## config.mk

```make
export PLATFORM = sky130hd
export DESIGN_NAME = scoreboard_forwarding_unit
export DESIGN_NICKNAME = d
export VERILOG_FILES = /design/src/rtl/scoreboard_forwarding_unit.sv
export SDC_FILE = /design/constraint.sdc
export NUM_CORES = 1
export LEC_CHECK = 0
export ABC_AREA = 1
export CORE_UTILIZATION = 50
export CTS_CLUSTER_SIZE = 40
export DETAILED_ROUTE_END_ITERATION = 10
export PLACE_DENSITY = 0.78
export SLEW_MARGIN = 25
export SYNTH_ARGS = -nofsm -noshare
export SYNTH_HDL_FRONTEND = slang
export SYNTH_SLANG_ARGS = --single-unit
```

## constraint.sdc

```tcl
create_clock -name clk -period 1.82 [get_ports clk]
set_input_delay 0.182 -clock clk [delete_from_list [all_inputs] [get_ports clk]]
set_output_delay 0.182 -clock clk [all_outputs]
set_load 0.01 [all_outputs]
```

## src/rtl/scoreboard_forwarding_unit.sv

```systemverilog
// scoreboard_forwarding_unit
// Tracks in-flight producers between EX and register-file commit and forwards
// their results to consumer source ports. Loads enter not-ready and become
// ready when their data returns at LOAD_STAGE; a consumer that hits a
// not-ready entry raises stall.
// Optional build macro: FWD_STATS_EN adds saturating forward/stall counters.
module scoreboard_forwarding_unit #(
  parameter int XLEN       = 32,
  parameter int NUM_SRC    = 2,
  parameter int DEPTH      = 3,
  parameter int LOAD_STAGE = 2
) (
  input  logic                      clk,
  input  logic                      rst,
  input  logic                      hold,
  input  logic                      flush,
  input  logic                      iss_valid,
  input  logic [4:0]                iss_rd,
  input  logic                      iss_we,
  input  logic                      iss_is_load,
  input  logic [XLEN-1:0]           iss_data,
  input  logic                      ld_valid,
  input  logic [XLEN-1:0]           ld_data,
  input  logic [NUM_SRC*5-1:0]      rs_addr,
  output logic [NUM_SRC-1:0]        fwd_hit,
  output logic [NUM_SRC*XLEN-1:0]   fwd_data,
  output logic                      stall
`ifdef FWD_STATS_EN
  ,
  output logic [31:0]               stat_fwd_cnt,
  output logic [31:0]               stat_stall_cnt
`endif
);

  // Index 0 is entry 1 (youngest); index DEPTH-1 is the oldest entry.
  localparam int LS = LOAD_STAGE - 1;
  // Where a load update lands after a shift; only meaningful when the
  // load stage is not the last entry (otherwise the update leaves with it).
  localparam bit LD_SHIFT_KEEP = (LOAD_STAGE < DEPTH);
  localparam int LS_NEXT       = LD_SHIFT_KEEP ? LOAD_STAGE : DEPTH - 1;

  logic [DEPTH-1:0] valid_q, valid_d;
  logic [DEPTH-1:0] ready_q, ready_d;
  logic [4:0]       rd_q   [DEPTH];
  logic [4:0]       rd_d   [DEPTH];
  logic [XLEN-1:0]  data_q [DEPTH];
  logic [XLEN-1:0]  data_d [DEPTH];

  logic ld_take;
  assign ld_take = ld_valid & valid_q[LS] & ~ready_q[LS];

  // Next entry state: shift/capture when not held, load return applied
  // to the entry's current or shifted position.
  always_comb begin
    valid_d = valid_q;
    ready_d = ready_q;
    rd_d    = rd_q;
    data_d  = data_q;
    if (!hold) begin
      for (int k = DEPTH - 1; k > 0; k--) begin
        valid_d[k] = valid_q[k-1];
        ready_d[k] = ready_q[k-1];
        rd_d[k]    = rd_q[k-1];
        data_d[k]  = data_q[k-1];
      end
      valid_d[0] = iss_valid & iss_we & ~flush & (iss_rd != 5'd0);
      rd_d[0]    = iss_rd;
      data_d[0]  = iss_data;
      ready_d[0] = ~iss_is_load;
      if (ld_take && LD_SHIFT_KEEP) begin
        data_d[LS_NEXT]  = ld_data;
        ready_d[LS_NEXT] = 1'b1;
      end
    end else if (ld_take) begin
      data_d[LS]  = ld_data;
      ready_d[LS] = 1'b1;
    end
  end

  // Entry registers with synchronous reset.
  always_ff @(posedge clk) begin
    if (rst) begin
      valid_q <= '0;
      ready_q <= '0;
      for (int k = 0; k < DEPTH; k++) begin
        rd_q[k]   <= '0;
        data_q[k] <= '0;
      end
    end else begin
      valid_q <= valid_d;
      ready_q <= ready_d;
      rd_q    <= rd_d;
      data_q  <= data_d;
    end
  end

  logic [4:0]      rs_cur;
  logic            found;
  logic            sel_ready;
  logic [XLEN-1:0] sel_data;

  // Per-port lookup: scan oldest to youngest so the youngest match wins.
  always_comb begin
    fwd_hit   = '0;
    fwd_data  = '0;
    stall     = 1'b0;
    rs_cur    = '0;
    found     = 1'b0;
    sel_ready = 1'b0;
    sel_data  = '0;
    for (int i = 0; i < NUM_SRC; i++) begin
      rs_cur    = rs_addr[i*5 +: 5];
      found     = 1'b0;
      sel_ready = 1'b0;
      sel_data  = '0;
      for (int k = DEPTH - 1; k >= 0; k--) begin
        if (valid_q[k] && (rs_cur != 5'd0) && (rd_q[k] == rs_cur)) begin
          found     = 1'b1;
          sel_ready = ready_q[k];
          sel_data  = data_q[k];
        end
      end
      if (found && sel_ready) begin
        fwd_hit[i]               = 1'b1;
        fwd_data[i*XLEN +: XLEN] = sel_data;
      end
      if (found && !sel_ready) begin
        stall = 1'b1;
      end
    end
  end

`ifdef FWD_STATS_EN
  logic [31:0] stat_fwd_cnt_q, stat_fwd_cnt_d;
  logic [31:0] stat_stall_cnt_q, stat_stall_cnt_d;

  // Saturating event counters.
  always_comb begin
    stat_fwd_cnt_d   = stat_fwd_cnt_q;
    stat_stall_cnt_d = stat_stall_cnt_q;
    if ((|fwd_hit) && !hold && (stat_fwd_cnt_q != 32'hFFFF_FFFF)) begin
      stat_fwd_cnt_d = stat_fwd_cnt_q + 32'd1;
    end
    if (stall && (stat_stall_cnt_q != 32'hFFFF_FFFF)) begin
      stat_stall_cnt_d = stat_stall_cnt_q + 32'd1;
    end
  end

  // Counter registers.
  always_ff @(posedge clk) begin
    if (rst) begin
      stat_fwd_cnt_q   <= '0;
      stat_stall_cnt_q <= '0;
    end else begin
      stat_fwd_cnt_q   <= stat_fwd_cnt_d;
      stat_stall_cnt_q <= stat_stall_cnt_d;
    end
  end

  assign stat_fwd_cnt   = stat_fwd_cnt_q;
  assign stat_stall_cnt = stat_stall_cnt_q;
`endif

endmodule

```

==> results of run 1 <==
-- Yosys cell counts --
cell and n:
nand2_1 333, inv_1 155, a21oi_1 118, dfxtp_1 117
o21ai_0 117, nor2_1 110, nand3_1 75, nor2_2 43
clkbuf_1 35, mux2_2 32, buf_2 27, inv_2 13
buf_6 9, xnor2_1 5, buf_4 4, nand4_1 3
o211ai_1 3, a21oi_2 2, a21oi_4 2, buf_1 2
clkinv_1 2, nand2_2 2, nor2_4 2, a21boi_1 1
nor3_1 1, o21ai_1 1
-- sequential cells by signal (all words and copies together), names as in the netlist --
signal and count:
rd_q 15, data_q 96, valid_q 3, ready_q 3
-- routing by layer --
layer	track usage	vias up	part of all wire
li1	-	4228	-
met1	0.407	4097	0.39
met2	0.523	540	0.47
met3	0.0549	113	0.088
met4	0.166	0	0.043
met5	0	-	0
-- cell type report --
type / count / area (um2)
timing repair buffer: 271 / 2810
clock inverter: 11 / 158
tap: 184 / 230
clock buffer: 20 / 447
fill: 1028 / 3290
inverter: 170 / 648
sequential: 117 / 2370
multi-input combinational: 850 / 4530
-- worst reg2reg max path, stage by stage (launching register included) --
cell	delay (ns)
dfxtp_1	0.32
buf_4	0.14
nand3_2	0.13
buf_12	0.19
mux2_2	0.36
o21ai_0	0.31
inv_1	0.11
-- kinds of logic after synthesis --
kind of cell,synth area share
DFF,0.316
AOI/OAI and AO/OA,0.170
muxes,0.0486
buffers and inverters,0.141
xor gates and xnor gates,0.00590
and+or+nand+nor,0.319
-- metrics by stage --
stage	total power [uW]	util	instances	worst slack [ns]
4_1_cts	7460	0.723	1605	-0.610
5_1_grt	7810	0.773	1623	-0.673
3_5_place_dp	3930	0.660	1547	-0.914
3_3_place_gp	3910	0.660	1547	-0.919
6_report	7580	0.773	1623	-0.608
2_1_floorplan	3460	-	1214	0.249
-- power by group --
part	internal, uW	switching (uW)
Sequential	2750	141
Combinational	528	642
Clock	2300	1220
-- worst max path at each step --
stage,endpoint,slack (ns),startpoint,depth (start not counted)
floorplan,fwd_data[1],0.25,rd_q[5],11
global placement,fwd_data[5],-0.92,rs_addr[3],13
detailed placement,fwd_data[33],-0.91,rs_addr[5],13
CTS,fwd_data[39],-0.61,rd_q[6],14
global route,fwd_data[15],-0.67,rs_addr[3],14
finish,fwd_data[15],-0.61,rs_addr[3],14
-- repair_timing --
| action | CTS | global route |
|---|---|---|
| buffers inserted | 25 | 18 |
| endpoints found under the setup margin | 67 | 67 |
| pin swaps | 15 | 86 |
| gates cloned | 4 | 8 |
| gates resized for setup | 310 | 200 |
==> qor.yml, run 1 <==
status: "complete, but fails checks"
violations: "setup timing"
rsz0062_at_grt: "yes"
synth_top_area_frac: 0.316
die_w_um: 124
first_global_vias: 7909
io_pins: 154
setup_slack_ns: -0.608
die_h_um: 124
hold_depth: 4
hp-class: "input pin to flip-flop"
crit_buf_inv: 7
cts_tree: "done"
ys_seq_area_frac: 0.316
rrSetupSlack_ns: 0.15
place_area_mm2: 0.00956
rr_endpoint: "data_q[9]"
final_cell_area_mm2: 0.0112
synth.area.top_cells: "dfxtp_1 32%, nand2_1 17%, a21oi_1 8.0%, o21ai_0 7.9%, inv_1 7.8%"
yosysWarnings: 0
grt_max_degree: 81
cts_made_buffers: 17
fin_tns_setup_ns: -36.20
path_class: "input pin to primary output"
rr_worst_depth: 6
io_buffers: 153
end_kind: "primary output"
min_period_ns: 2.43
tightest_slew_ns: 0.461
cp_slowest_cell: "clkdlybuf4s50_1"
wl_per_cell_um: 16.7
maxSlewViolCount: 0
coreArea_mm2: 0.0145
mappedNetlistArea_mm2: 0.00742
synth_nets: 1301
finalCritPeriodShare: 1.33
required_ns: 1.64
die_area_mm2: 0.0153
ctsHoldBuffers: 0
gp_congestion: 0.935
yosysTopAreaCell: "dfxtp_1"
vdd_drop_max_mv: 0.738
htree_num_levels: 4
drcViolationCount: 0
synth_cell_types: 26
fin_nets: 1514
start_util: 0.512
antenna_found_initial: 0
cp_max_fo: 8
hold_end: "data_q[21]"
max_clock_freq_mhz: 412
cts_buffer_depth: 2
first_pass_iters: 6
fin_worst_skew_ns: 0.00778
crit_family: "buffers and inverters"
start_kind: "input pin"
drt_iter0_drc: 955
cts_sinks: 117
avgViaCountPerCell: 5.53
cap_violations: 0
dpl.hpwl_um: 15100
via_count: 8978
holdWs_ns: 0.243
max_stage_delay_ns: 0.45
final_common_cell: "nand2_1"
clock_latency_ns: 0.43
cts_root_buf: "clkbuf_16"
leakagePower_uw: 0.00544
critical_path.cell_chain: "clkdlybuf4s50_1 > inv_2 > nand3_2 > nor2_2 > buf_4 > nor2_4 > nand2_2 > nand2_2 > a21oi_4 > buf_4 > buf_12 > buf_4 > nor2_2 > buf_2"
final_cell_mix: "272 x nand2_1, 143 x inv_1, 116 x o21ai_0"
rows: 44
arrival_ns: 2.25
finalHoldViolCount: 0
syn2layout_area_growth_pct: 50.9
totalWireLength_um: 27100
drtAntennaViolNets: 0
grt_pass1_wl_um: 38300
grt_usage: 0.322
ys_ff_latch: 117
overflow: 0
synth.avg_cell_area_um2: 6.11
hp-start: "rst"
path_clk_slew_ns: 0.06
powerDensity_mw_per_mm2: 677
relSlewSlack: 0.693
drive_gt1_frac: 0.311
antenna_cells: 0
report.final.setup_viol: 67
syn_inst: 1214
cpMostUsedCell: "buf_4"
r2r-start: "valid_q[1]"
Note: power is estimated with default switching activity, not from simulation.
==> run 2, diff against run 1 <==
==> constraint.sdc (replaced) <==
create_clock -name clk -period 1.82 [get_ports clk]
set_input_delay 0.546 -clock clk [delete_from_list [all_inputs] [get_ports clk]]
set_output_delay 0.546 -clock clk [all_outputs]
set_load 0.01 [all_outputs]
==> run 2 against run 1 <==
Effect of this change: the flow still finishes with violations (setup timing); sequential power about the same; combinational power increased by 7%; routed wire length increased by 7.8%; global-route usage increased by 3.1 points; die area unchanged; cell area increased by 3.0%; non-clock buffer count decreased by 3; worst hold slack improved by 0.25 ns; count of clock-buffer cells in the layout increased by 10; critical path depth increased by 3.
==> qor.yml, run 2 (same netlist as run 1, synthesis figures left out) <==
cp_slowest_cell: "dfxtp_2"
use_met1: 0.421  # +0.0141
grt_usage: 0.353  # +0.0313
grtUsageMet2: 0.589  # +0.0660
rrSetupSlack_ns: 0.01  # -0.14 ns
antenna_found_initial: 0  # unchanged
fin_worst_skew_ns: 0.00594  # -0.00184 ns
cp_max_fo: 8  # unchanged
final_core_util: 0.796  # +0.0233
wl_per_cell_um: 18.0  # +7.9%
first_global_vias: 8489  # +7.3%
clockPowerShare: 0.437  # -0.028
arrival_ns: 2.30  # +0.05 ns
critical_path.cell_chain: "inv_2 > buf_6 > nand2_2 > nand2_1 > inv_1 > nand2_2 > nor2_4 > buf_6 > buf_6 > clkbuf_16 > nand3_1 > nand2_1 > inv_1 > nand2_1 > nand2_1 > nor2_2 > buf_2"
drcViolationCount: 0  # unchanged
cts_made_buffers: 17  # unchanged
htree_num_levels: 4  # unchanged
crit_buf_inv: 8  # +1
fill_cells: 939  # -8.7%
overflow: 0  # unchanged
io_pins: 154  # unchanged
ctsHoldBuffers: 0  # unchanged
die_w_um: 124  # unchanged
violations: "setup timing"
hold_depth: 2  # -2
multi_input_area_mm2: 0.00476  # +5.1%
powerDensity_mw_per_mm2: 638  # -5.9%
grt_busiest_layer: "met2"
internal_power_uw: 5330  # -4.4%
tightest_slew_ns: 0.384  # -0.0771 ns
seqPwrFrac: 0.394  # +0.013
cap_violations: 0  # unchanged
path_clk_slew_ns: 0.05  # about the same
syn2layout_area_growth_pct: 55.4
gp_congestion: 0.915  # -2.1%
io_buffers: 153  # unchanged
cts_sinks: 117  # unchanged
p_switching_uw: 2020  # +0.79%
totalWireLength_um: 29200  # +7.8%
start_util: 0.512  # unchanged
largest_reg_flops: 96  # unchanged
die_area_mm2: 0.0153  # unchanged
place_area_mm2: 0.00966  # +1.1%
cts_tree: "done"
power_uw: 7350  # -3.0%
power_switching_share: 0.275  # +0.0104
final_common_cell: "nand2_1"
fin_nets: 1511  # -0.20%
drtAntennaViolNets: 0  # unchanged
r2r-start: "ready_q[1]"
status: "complete, but fails checks"
antenna_cells: 0  # unchanged
place_inst: 1539  # -0.52%
rr_endpoint: "data_q[47]"
grt_pass1_wl_um: 41400  # +8.3%
drive_gt1_frac: 0.345  # +0.0338
grt_max_degree: 73  # -9.9%
top_regs: "data_q: 96 flops, rd_q: 15 flops"
vdd_drop_max_mv: 0.603  # -18%
max_stage_delay_ns: 0.35  # -0.10 ns
hold_end: "data_q[89]"
stdcell_count: 1621  # -0.12%
report.final.setup_viol: 67  # unchanged
cts_root_buf: "clkbuf_16"
hp-class: "input pin to flip-flop"
final_cell_mix: "251 x nand2_1, 143 x inv_1, 117 x a21oi_1"
relSlewSlack: 0.744  # +0.0514
rows: 44  # unchanged
setup_slack_ns: -1.03  # -0.418 ns
crit_family: "buffers and inverters"
required_ns: 1.27  # -0.37 ns
leakagePower_uw: 0.00545  # +0.14%
regArea_mm2: 0.00236  # about the same
min_period_ns: 2.85  # +0.418 ns
first_pass_iters: 6  # unchanged
finalHoldViolCount: 0  # unchanged
rr_worst_depth: 7  # +1
rsz0062_at_grt: "yes"
hp-start: "hold"
start_kind: "flip-flop"
dpl.hpwl_um: 15200  # +0.35%
path_class: "flip-flop to primary output"
combPwrFrac: 0.170  # +0.016
drt_iter0_drc: 1002  # +4.9%
final_cell_area_mm2: 0.0115  # +3.0%
die_h_um: 124  # unchanged
coreArea_mm2: 0.0145  # unchanged
avgViaCountPerCell: 5.71  # +3.2%
cts_buffer_depth: 2  # unchanged
maxSlewViolCount: 0  # unchanged
globalRouteMet3Util: 0.0710  # +0.0160
end_kind: "primary output"
finalCritPeriodShare: 1.56  # +0.230
max_clock_freq_mhz: 351  # -15%
cpMostUsedCell: "nand2_1"
clock_latency_ns: 0.43  # about the same
largest_register: "data_q"
via_count: 9252  # +3.1%
-- run 2: cell types whose count changed in the layout (fill, tap and decap cells not counted), moves of 6 or more --
cell,previous run,this run
a21oi_1,105,117
nand3_1,61,42
nor2_4,24,35
a21oi_2,14,2
nand3_2,14,31
nor2_1,91,75
nand2_1,272,251
clkbuf_8,1,8
buf_4,56,43
clkbuf_2,6,0
buf_6,39,53
nand2_2,52,73
-- run 2: worst max-delay path by stage --
stage | to | depth (start not counted) | start
3_5_place_dp | fwd_data[63] | 13 | rs_addr[5]
5_1_grt | fwd_data[12] | 17 | rd_q[8]
2_1_floorplan | fwd_data[12] | 10 | rs_addr[3]
3_3_place_gp | fwd_data[32] | 13 | rs_addr[5]
6_report | fwd_data[10] | 17 | rd_q[8]
4_1_cts | fwd_data[14] | 16 | rd_q[8]
-- run 2: per-layer routing --
layer,wire length [um],part of all wire
met1,10700,0.37
met2,13800,0.47
met3,2940,0.10
met4,1660,0.057
met5,38,0.0013
-- run 2: worst reg2reg max path, stage by stage (launching register included) --
cell and delay, ns:
dfxtp_1 0.35, inv_1 0.15, buf_4 0.17, nand3_2 0.12
buf_12 0.18, mux2_2 0.38, o21ai_0 0.25, inv_1 0.09
-- run 2: cell type report --
type,count,area share
Clock buffer,30,0.0481
Sequential cell,117,0.205
Inverter,170,0.0585
Tap cell,184,0.0200
Clock inverter,2,0.000868
Multi-Input combinational cell,850,0.413
Timing Repair Buffer,268,0.255
-- run 2: power groups by stage --
stage	registers [uW]	clock network, uW	logic, uW
2_1_floorplan	2880	0	599
3_3_place_gp	2910	0	1030
3_5_place_dp	2910	0	1050
4_1_cts	2870	3180	1130
5_1_grt	2910	3340	1350
6_report	2900	3210	1250
-- run 2: repair_timing --
| action | CTS | global route |
|---|---|---|
| pin swaps | 63 | 87 |
| gates cloned | 10 | 4 |
| buffers inserted | 39 | 9 |
| endpoints found under the setup margin | 67 | 67 |
| gates resized for setup | 462 | 126 |
-- run 2: stage by stage --
step | setup WS [ns] | hold WS [ns] | TNS (ns)
finish | -1.03 | 0.492 | -63.13
global placement | -1.66 | 0.488 | -118.49
global route | -1.11 | 0.514 | -69.65
CTS | -0.977 | 0.492 | -59.97
floorplan | -0.314 | 0.454 | -19.69
detailed placement | -1.70 | 0.493 | -121.56
